==> config.mk <==
export PLATFORM = sky130hd
export DESIGN_NAME = uart_tx_fifo
export DESIGN_NICKNAME = d
export VERILOG_FILES = /design/src/rtl/uart_tx_fifo.sv
export SDC_FILE = /design/constraint.sdc
export NUM_CORES = 1
export LEC_CHECK = 0
export ABC_AREA = 1
export BUFFER_PORTS_ARGS = -buffer_cell sky130_fd_sc_hd__buf_4
export CORE_MARGIN = 2
export CORE_UTILIZATION = 62
export DETAILED_ROUTE_END_ITERATION = 10
export PLACE_DENSITY = 0.82
export SLEW_MARGIN = 5
export SYNTH_ARGS = -nofsm -noshare
export SYNTH_HDL_FRONTEND = slang
export SYNTH_SLANG_ARGS = --single-unit
==> constraint.sdc <==
create_clock -name CLOCK_50 -period 6.3 [get_ports CLOCK_50]
set_input_delay 1.89 -clock CLOCK_50 [delete_from_list [all_inputs] [get_ports CLOCK_50]]
set_output_delay 1.89 -clock CLOCK_50 [all_outputs]
set_load 0.01 [all_outputs]
==> src/rtl/uart_tx_fifo.sv <==
// uart_tx_fifo: parametrised UART transmitter fed by a small character FIFO.
// Bit timing comes from a CLK_DIV tick divider and an OVERSAMPLE counter.
// Queued characters are sent back to back with no idle gap between frames.
// Ports:
//   CLOCK_50     - sole clock, rising edge
//   reset        - synchronous, active-high
//   DataIn       - character to queue
//   Pload        - write strobe, one character per high cycle
//   enable       - gates the start of new frames only
//   DataOut      - serial line, idle high
//   charReceived - one-cycle pulse in the final cycle of each frame
//   busy         - a frame is on the line
//   full/empty   - FIFO occupancy flags
//   overflow     - sticky, a write was dropped because the FIFO was full
//   level        - FIFO occupancy
module uart_tx_fifo #(
    parameter int unsigned CLK_DIV    = 301,
    parameter int unsigned OVERSAMPLE = 16,
    parameter int unsigned DATA_BITS  = 8,
    parameter int unsigned PARITY     = 0,
    parameter int unsigned STOP_BITS  = 1,
    parameter int unsigned FIFO_DEPTH = 4
) (
    input  logic                               CLOCK_50,
    input  logic                               reset,
    input  logic [DATA_BITS-1:0]               DataIn,
    input  logic                               Pload,
    input  logic                               enable,
    output logic                               DataOut,
    output logic                               charReceived,
    output logic                               busy,
    output logic                               full,
    output logic                               empty,
    output logic                               overflow,
    output logic [$clog2(FIFO_DEPTH+1)-1:0]    level
);

    localparam int unsigned LVL_W  = $clog2(FIFO_DEPTH + 1);
    localparam int unsigned PTR_W  = $clog2(FIFO_DEPTH);
    localparam int unsigned TICK_W = $clog2(CLK_DIV);
    localparam int unsigned OS_W   = $clog2(OVERSAMPLE);
    localparam int unsigned BIT_W  = 4;

    typedef enum logic [2:0] {
        ST_IDLE,
        ST_START,
        ST_DATA,
        ST_PARITY,
        ST_STOP
    } state_e;

    state_e               state_q, state_d;
    logic [TICK_W-1:0]    tick_q, tick_d;
    logic [OS_W-1:0]      os_q, os_d;
    logic [BIT_W-1:0]     bit_q, bit_d;
    logic [DATA_BITS-1:0] shift_q, shift_d;
    logic                 par_q, par_d;
    logic                 line_q, line_d;
    logic                 char_q, char_d;
    logic                 busy_q, busy_d;
    logic                 full_q, full_d;
    logic                 empty_q, empty_d;
    logic                 ovf_q, ovf_d;
    logic [LVL_W-1:0]     count_q, count_d;
    logic [PTR_W-1:0]     rd_ptr_q, rd_ptr_d;
    logic [PTR_W-1:0]     wr_ptr_q, wr_ptr_d;
    logic [DATA_BITS-1:0] mem_q [FIFO_DEPTH];

    logic wr_en;
    logic pop;
    logic can_pop;
    logic tick_wrap;
    logic bit_end;

    // Next-state, FIFO bookkeeping and registered-output values.
    always_comb begin
        state_d  = state_q;
        tick_d   = tick_q;
        os_d     = os_q;
        bit_d    = bit_q;
        shift_d  = shift_q;
        par_d    = par_q;
        rd_ptr_d = rd_ptr_q;
        wr_ptr_d = wr_ptr_q;
        count_d  = count_q;
        pop      = 1'b0;

        wr_en     = Pload && !full_q;
        ovf_d     = ovf_q || (Pload && full_q);
        can_pop   = !empty_q && enable;
        tick_wrap = (tick_q == TICK_W'(CLK_DIV - 1));
        bit_end   = tick_wrap && (os_q == OS_W'(OVERSAMPLE - 1));

        // Bit-timing counters run only while a frame is on the line.
        if (state_q != ST_IDLE) begin
            tick_d = tick_wrap ? '0 : tick_q + TICK_W'(1);
            if (tick_wrap) begin
                os_d = (os_q == OS_W'(OVERSAMPLE - 1)) ? '0 : os_q + OS_W'(1);
            end
        end

        unique case (state_q)
            ST_IDLE: begin
                if (can_pop) begin
                    pop     = 1'b1;
                    state_d = ST_START;
                    tick_d  = '0;
                    os_d    = '0;
                end
            end
            ST_START: begin
                if (bit_end) begin
                    state_d = ST_DATA;
                    bit_d   = '0;
                end
            end
            ST_DATA: begin
                if (bit_end) begin
                    shift_d = shift_q >> 1;
                    if (bit_q == BIT_W'(DATA_BITS - 1)) begin
                        state_d = (PARITY != 0) ? ST_PARITY : ST_STOP;
                        bit_d   = '0;
                    end else begin
                        bit_d = bit_q + BIT_W'(1);
                    end
                end
            end
            ST_PARITY: begin
                if (bit_end) begin
                    state_d = ST_STOP;
                    bit_d   = '0;
                end
            end
            ST_STOP: begin
                if (bit_end) begin
                    if (bit_q == BIT_W'(STOP_BITS - 1)) begin
                        // Chain straight into the next start bit when data waits.
                        if (can_pop) begin
                            pop     = 1'b1;
                            state_d = ST_START;
                        end else begin
                            state_d = ST_IDLE;
                        end
                        tick_d = '0;
                        os_d   = '0;
                    end else begin
                        bit_d = bit_q + BIT_W'(1);
                    end
                end
            end
            default: state_d = ST_IDLE;
        endcase

        if (pop) begin
            shift_d  = mem_q[rd_ptr_q];
            par_d    = (^mem_q[rd_ptr_q]) ^ (PARITY == 2);
            rd_ptr_d = rd_ptr_q + PTR_W'(1);
        end
        if (wr_en) begin
            wr_ptr_d = wr_ptr_q + PTR_W'(1);
        end

        unique case ({wr_en, pop})
            2'b10:   count_d = count_q + LVL_W'(1);
            2'b01:   count_d = count_q - LVL_W'(1);
            default: count_d = count_q;
        endcase
        full_d  = (count_d == LVL_W'(FIFO_DEPTH));
        empty_d = (count_d == '0);

        unique case (state_d)
            ST_START:  line_d = 1'b0;
            ST_DATA:   line_d = shift_d[0];
            ST_PARITY: line_d = par_d;
            default:   line_d = 1'b1;
        endcase
        busy_d = (state_d != ST_IDLE);
        // Pulse during the final cycle of the last stop bit.
        char_d = (state_d == ST_STOP) && (bit_d == BIT_W'(STOP_BITS - 1)) &&
                 (tick_d == TICK_W'(CLK_DIV - 1)) && (os_d == OS_W'(OVERSAMPLE - 1));
    end

    // State and output registers with synchronous reset.
    always_ff @(posedge CLOCK_50) begin
        if (reset) begin
            state_q  <= ST_IDLE;
            tick_q   <= '0;
            os_q     <= '0;
            bit_q    <= '0;
            shift_q  <= '0;
            par_q    <= 1'b0;
            line_q   <= 1'b1;
            char_q   <= 1'b0;
            busy_q   <= 1'b0;
            full_q   <= 1'b0;
            empty_q  <= 1'b1;
            ovf_q    <= 1'b0;
            count_q  <= '0;
            rd_ptr_q <= '0;
            wr_ptr_q <= '0;
        end else begin
            state_q  <= state_d;
            tick_q   <= tick_d;
            os_q     <= os_d;
            bit_q    <= bit_d;
            shift_q  <= shift_d;
            par_q    <= par_d;
            line_q   <= line_d;
            char_q   <= char_d;
            busy_q   <= busy_d;
            full_q   <= full_d;
            empty_q  <= empty_d;
            ovf_q    <= ovf_d;
            count_q  <= count_d;
            rd_ptr_q <= rd_ptr_d;
            wr_ptr_q <= wr_ptr_d;
        end
    end

    // FIFO storage; a write coinciding with reset is discarded.
    always_ff @(posedge CLOCK_50) begin
        if (wr_en && !reset) begin
            mem_q[wr_ptr_q] <= DataIn;
        end
    end

    assign DataOut      = line_q;
    assign charReceived = char_q;
    assign busy         = busy_q;
    assign full         = full_q;
    assign empty        = empty_q;
    assign overflow     = ovf_q;
    assign level        = count_q;

endmodule
==> results_dict.tcl, run 1 <==
set metrics [dict create \
    status "finished clean" \
    finish.utilization_pct 71.4 \
    cp-start-kind "primary input" \
    drtIter0Drc 211 \
    synthFlopType "dfxtp_1" \
    rrSetupSlack_ps 3530 \
    setup_slack_ps 2760 \
    ir_worst_vdd_mv 0.358 \
    port_buffers 20 \
    drv_slew 0 \
    fin_cells 620 \
    finalClockSkew_ps 9.78 \
    crit_top_cell "inv_1" \
    die-area_um2 6970 \
    synth.top_cell.area_share_pct 24.5 \
    grt_usage_pct 23.4 \
    async_reset_ff_share_pct 0 \
    tns_ps 0 \
    diodes 0 \
    crit_buf_inv 5 \
    yosysUniqueCellTypes 34 \
    dpl_cell_area_um2 4100 \
    worstPathRequired_ps 6580 \
    nets 563 \
    cts_sinks 76 \
    whs_ps 481 \
    worstPathCellList "buf_4 -> inv_1 -> nor2_1 -> inv_1 -> a21oi_2 -> nand2_2 -> inv_2 -> ha_1 -> inv_1 -> fa_1 -> a21oi_1 -> o21ai_0 -> xnor2_1 -> nand2_1 -> nor2_1" \
    synth_area_per_cell_um2 7.55 \
    cp_top_family "adder cells" \
    cts_buffers 9 \
    grt_max_degree 26 \
    critPathKind "primary input to flop" \
    rr_worst_depth 15 \
    fin_crit_sh_pct 56.2 \
    crit_fanout 12 \
    critPathSlowestCell "fa_1" \
    end_kind "flop" \
    syn-num-nets 542 \
    yosys.area.top_type "edfxtp_1" \
    initial_utilization_pct 65.0 \
    cts_setup_buffers 0 \
    tightest_slew_ps 769 \
    synth-edff-count 32 \
    yosysMostFrequentCell "nand2_1" \
    cts_tree "done" \
    ant_nets 0 \
    die_h_um 83.5 \
    ioPinCount 21 \
    finalHoldViolations 0 \
    drive_above_1_share_pct 11.4 \
    cts_root_buf "clkbuf_8" \
    row_count 28 \
    first_pass_iters 5 \
    yosys_warnings 0 \
    vias 3343 \
    wl_mm 7.76 \
    synth_top_cells_by_count "175 x nand2_1, 55 x inv_1, 55 x nor2_1" \
    yosys-top-cells-area "edfxtp_1 25%, dfxtp_1 22%, nand2_1 17%, nand3_1 6.4%, inv_1 5.3%" \
    holdBufCountCts 0 \
    max_slew_margin_pct 48.5 \
    area_delta_synth_final_pct 9.77 \
    leakagePower_nw 1.98 \
    placedCellCount 604 \
    coreArea_um2 6030 \
    via_per_inst 5.39 \
    wire_per_inst_um 12.5 \
    ys_ff_latch 76 \
    cap_violations 0 \
    postSynthCellCount 519 \
    clock_latency_ps 350 \
    die_w_um 83.5 \
    grt.overflow.total 0 \
    cts_buffer_depth 2 \
    fin_crit_ps 3540 \
    min_path_type "flop to flop" \
    hpwlAfterDp_mm 5.71 \
    fmax_ghz 0.282 \
    htree_levels 3 \
    grt_pass1_wl_mm 13.2 \
    place_congestion 0.879 \
    cts_resized 0 \
    whs_path_depth 2 \
    critical_path_arrival_ps 3830 \
    power_mw 1.35 \
    powerDensity_nw_per_um2 315 \
    antenna_found_initial 0 \
    setup_violations 0 \
    fin_area_um2 4300 \
    critPathMaxStageDelay_ps 390 \
    grt_pass1_vias 3040 \
    cp_num_cells 15 \
    dp_slack_ps 2420 \
    path_clk_slew_ps 70 \
    rsz0062_at_grt "false" \
    syn-cell-area_um2 3920 \
    drc 0 \
    synth_seq_area_share_pct 47.0 \
]
==> flip-flops by register name (all words and copies together), names as in the netlist, named ones only <==
signal        cells
DataOut           1
bit_q             4
busy              1
charReceived      1
empty             1
full              1
level             3
mem_q            32
os_q              4
overflow          1
par_q             1
rd_ptr_q          2
shift_q           8
state_q           3
tick_q            9
wr_ptr_q          2
==> final timing paths <==
kind | startpoint | to
max | enable | full$_SDFF_PP0_
min | shift_q[7]$_SDFFE_PP0P_ | shift_q[7]$_SDFFE_PP0P_
max reg2reg | os_q[0]$_SDFF_PP0_ | full$_SDFF_PP0_
min reg2reg | shift_q[7]$_SDFFE_PP0P_ | shift_q[7]$_SDFFE_PP0P_
==> cell families (layout without fill, tap and decap cells) <==
family	Yosys count	in the layout	synth area share, %
buffers and inverters	76	102	7.89
AOI/OAI and AO/OA	43	43	6.04
xor gates and xnor gates	7	7	1.57
adders and majority gates	11	11	3.70
and+or+nand+nor	306	306	33.8
DFF	76	76	47.0
==> metal layers <==
layer	part of all wire, %	vias up	global-route usage (%)
met5	0	-	0
met4	0.79	0	7.92
met3	6.0	6	6.03
met2	46	108	36.7
met1	47	1537	31.7
li1	-	1692	-
==> worst reg2reg max path: cells and delay by family (launching register included) <==
family | cells | cell delay (ps)
adders and majority gates | 3 | 760
xor gates and xnor gates | 1 | 180
and+or+nand+nor | 6 | 720
buffers and inverters | 3 | 430
AOI/OAI and AO/OA | 2 | 260
DFF | 1 | 370
==> placed cells by master, fill, tap and decap left out, drive strengths merged <==
cell	count
inv	67
or2	1
edfxtp	32
nor3	3
a21oi	21
a21boi	2
xor2	5
clkinv	2
nor2	61
nand4	5
ha	10
dfxtp	44
bufinv	1
and2	1
clkbuf	10
nand3b	3
clkinvlp	2
buf	20
fa	1
o21ai	18
nand2	182
xnor2	2
o211ai	1
nand3	50
o21a	1
==> power breakdown <==
group	switching [mW]	total, mW	leakage (nW)	internal, mW
Clock	0.183	0.369	0.0935	0.186
Combinational	0.255	0.390	1.24	0.135
Sequential	0.0353	0.593	0.648	0.558
Total	0.474	1.35	1.98	0.879
==> cell type report <==
type                    count  area (µm²)
repair buffers             20         150
clock buffers              10         128
fillers                   494        1730
inverters                  66         249
clock inverters             6        71.3
flip-flops and latches     76        1840
multi-input cells         367        1770
well taps                  75        93.8
(Power assumes the default switching activity.)
==> inputs of run 2 (changes only) <==
ABC_AREA = 0   (was 1)
CORE_UTILIZATION = 60   (was 62)
PLACE_DENSITY = 0.8   (was 0.82)
clock period = 3.7 ns   (was 6.3 ns; I/O delays follow)
==> results_dict.tcl, run 2 <==
set metrics [dict create \
    status "finished clean" \
    via_per_inst 5.86 \
    critPathKind "primary input to flop" \
    final_common_cell "dfxtp_1" \
    cts_resized 0 \
    grt.overflow.total 0 \
    synth_top_cells_by_count "44 x dfxtp_1, 40 x nor2_1, 32 x edfxtp_1" \
    min_path_type "flop to flop" \
    postSynthCellCount 309 \
    wire_per_inst_um 16.0 \
    syn-num-nets 332 \
    yosys_warnings 0 \
    ioPinCount 21 \
    fin_crit_ps 2700 \
    leakagePower_nw 1.38 \
    wl_mm 6.50 \
    synthFlopType "dfxtp_1" \
    antenna_found_initial 0 \
    tns_ps 0 \
    crit_fanout 5 \
    initial_utilization_pct 62.8 \
    vias 2385 \
    grt_pass1_wl_mm 11.1 \
    async_reset_ff_share_pct 0 \
    area_delta_synth_final_pct 10.9 \
    yosys.area.top_type "edfxtp_1" \
    dp_slack_ps 640 \
    cap_violations 0 \
    first_pass_iters 4 \
    rsz0062_at_grt "false" \
    yosys-top-cells-area "edfxtp_1 28%, dfxtp_1 25%, mux4_2 5.2%, nor2_1 4.3%, ha_1 3.6%" \
    holdBufCountCts 0 \
    drc 0 \
    fin_area_um2 3860 \
    drive_above_1_share_pct 16.4 \
    setup_slack_ps 997 \
    finalClockSkew_ps 10.2 \
    fin_crit_sh_pct 73.1 \
    max_slew_margin_pct 56.0 \
    coreArea_um2 5540 \
    finalHoldViolations 0 \
    yosysUniqueCellTypes 57 \
    grt_max_degree 31 \
    cts_sinks 76 \
    largest_reg_flops 32 \
    die_h_um 80.2 \
    finish.utilization_pct 69.7 \
    drv_slew 0 \
    fmax_ghz 0.370 \
    synth_seq_area_share_pct 52.9 \
    diodes 0 \
    synth_area_per_cell_um2 11.3 \
    worstPathRequired_ps 3980 \
    dpl_cell_area_um2 3680 \
    path_clk_slew_ps 80 \
    syn-cell-area_um2 3480 \
    cts_setup_buffers 0 \
    cts_buffer_depth 2 \
    htree_levels 3 \
    nets 353 \
    setup_violations 0 \
    tightest_slew_ps 659 \
    hpwlAfterDp_mm 4.36 \
    ir_worst_vdd_mv 0.366 \
    drtIter0Drc 144 \
    mostFrequentLayoutCells "44 x dfxtp_1, 40 x nor2_1, 32 x edfxtp_1" \
    ys_ff_latch 76 \
    grt_usage_pct 22.7 \
    row_count 27 \
    reg_top3 "mem_q (32), tick_q (9), shift_q (8)" \
    critical_path_arrival_ps 2990 \
    end_kind "flop" \
    ant_nets 0 \
    whs_ps 460 \
    cts_tree "done" \
    cp-start-kind "primary input" \
    port_buffers 20 \
    cts_buffers 9 \
    yosysMostFrequentCell "dfxtp_1" \
    clock_latency_ps 360 \
    synth-edff-count 32 \
    synth.top_cell.area_share_pct 27.6 \
    die-area_um2 6420 \
    powerDensity_nw_per_um2 527 \
    grt_pass1_vias 2373 \
    place_congestion 0.803 \
    cts_root_buf "clkbuf_8" \
    top_register "mem_q" \
    die_w_um 80.2 \
]
run 2: cell count changes after synthesis, moves of 7 or more:
cell,before,now
inv_2,10,0
nand3_1,50,4
mux4_2,0,8
xnor2_1,2,11
nor2_1,55,40
nand2_1,175,20
a22oi_1,0,7
inv_1,55,11
and3_1,0,9
o21ai_0,16,4
run 2: cell families after synthesis:
logic type      Yosys count  synth area share (%)
compound gates           54                  10.4
xor+xnor                 21                  5.29
fa+ha+maj                11                  4.17
buf+inv                  22                  2.63
flops                    76                  52.9
mux                      12                  6.33
simple gates            113                  18.2
run 2: worst paths after layout:
| check | from | endpoint | slack (ps) | cells past startpoint |
|---|---|---|---|---|
| max | enable | empty$_SDFF_PP1_ | 1000 | 12 |
| min | shift_q[2]$_SDFFE_PP0P_ | shift_q[2]$_SDFFE_PP0P_ | 460 | 2 |
| min reg2reg | shift_q[2]$_SDFFE_PP0P_ | shift_q[2]$_SDFFE_PP0P_ | 460 | 2 |
| max reg2reg | bit_q[1]$_SDFF_PP0_ | empty$_SDFF_PP1_ | 1000 | 13 |
run 2: area by class of cell:
type	instances	area (µm²)
multi-input combinational	211	1550
timing repair buffer	21	158
clock inverter	7	58.8
sequential	76	1840
fill	408	1680
clock buffer	9	124
inverter	11	41.3
tap	72	90.1
run 2: critical path: stages:
cell,delay (ps)
buf_4,80
nor2b_1,280
nand2_1,100
a21oi_2,160
ha_1,200
inv_1,60
fa_1,370
xor2_1,150
nor2_1,110
xnor2_1,150
nor2_1,80
a21oi_1,130
run 2: per-layer routing:
layer | up-vias | track usage [%] | wire (µm)
li1 | 1165 | - | -
met1 | 1134 | 29.8 | 2850
met2 | 73 | 35.3 | 3140
met3 | 13 | 5.06 | 357
met4 | 0 | 11.7 | 153
met5 | - | 0 | 0
run 2: through the flow:
stage          instances  power (mW)
6_report             407        2.04
3_5_place_dp         391        1.47
5_1_grt              407        2.15
3_3_place_gp         391        1.46
2_1_floorplan        309        1.35
4_1_cts              407        2.05
run 2: power breakdown:
part	switching [mW]	internal (mW)	total, mW
combinational	0.229	0.217	0.446
clock	0.324	0.254	0.578
sequential	0.0635	0.948	1.01
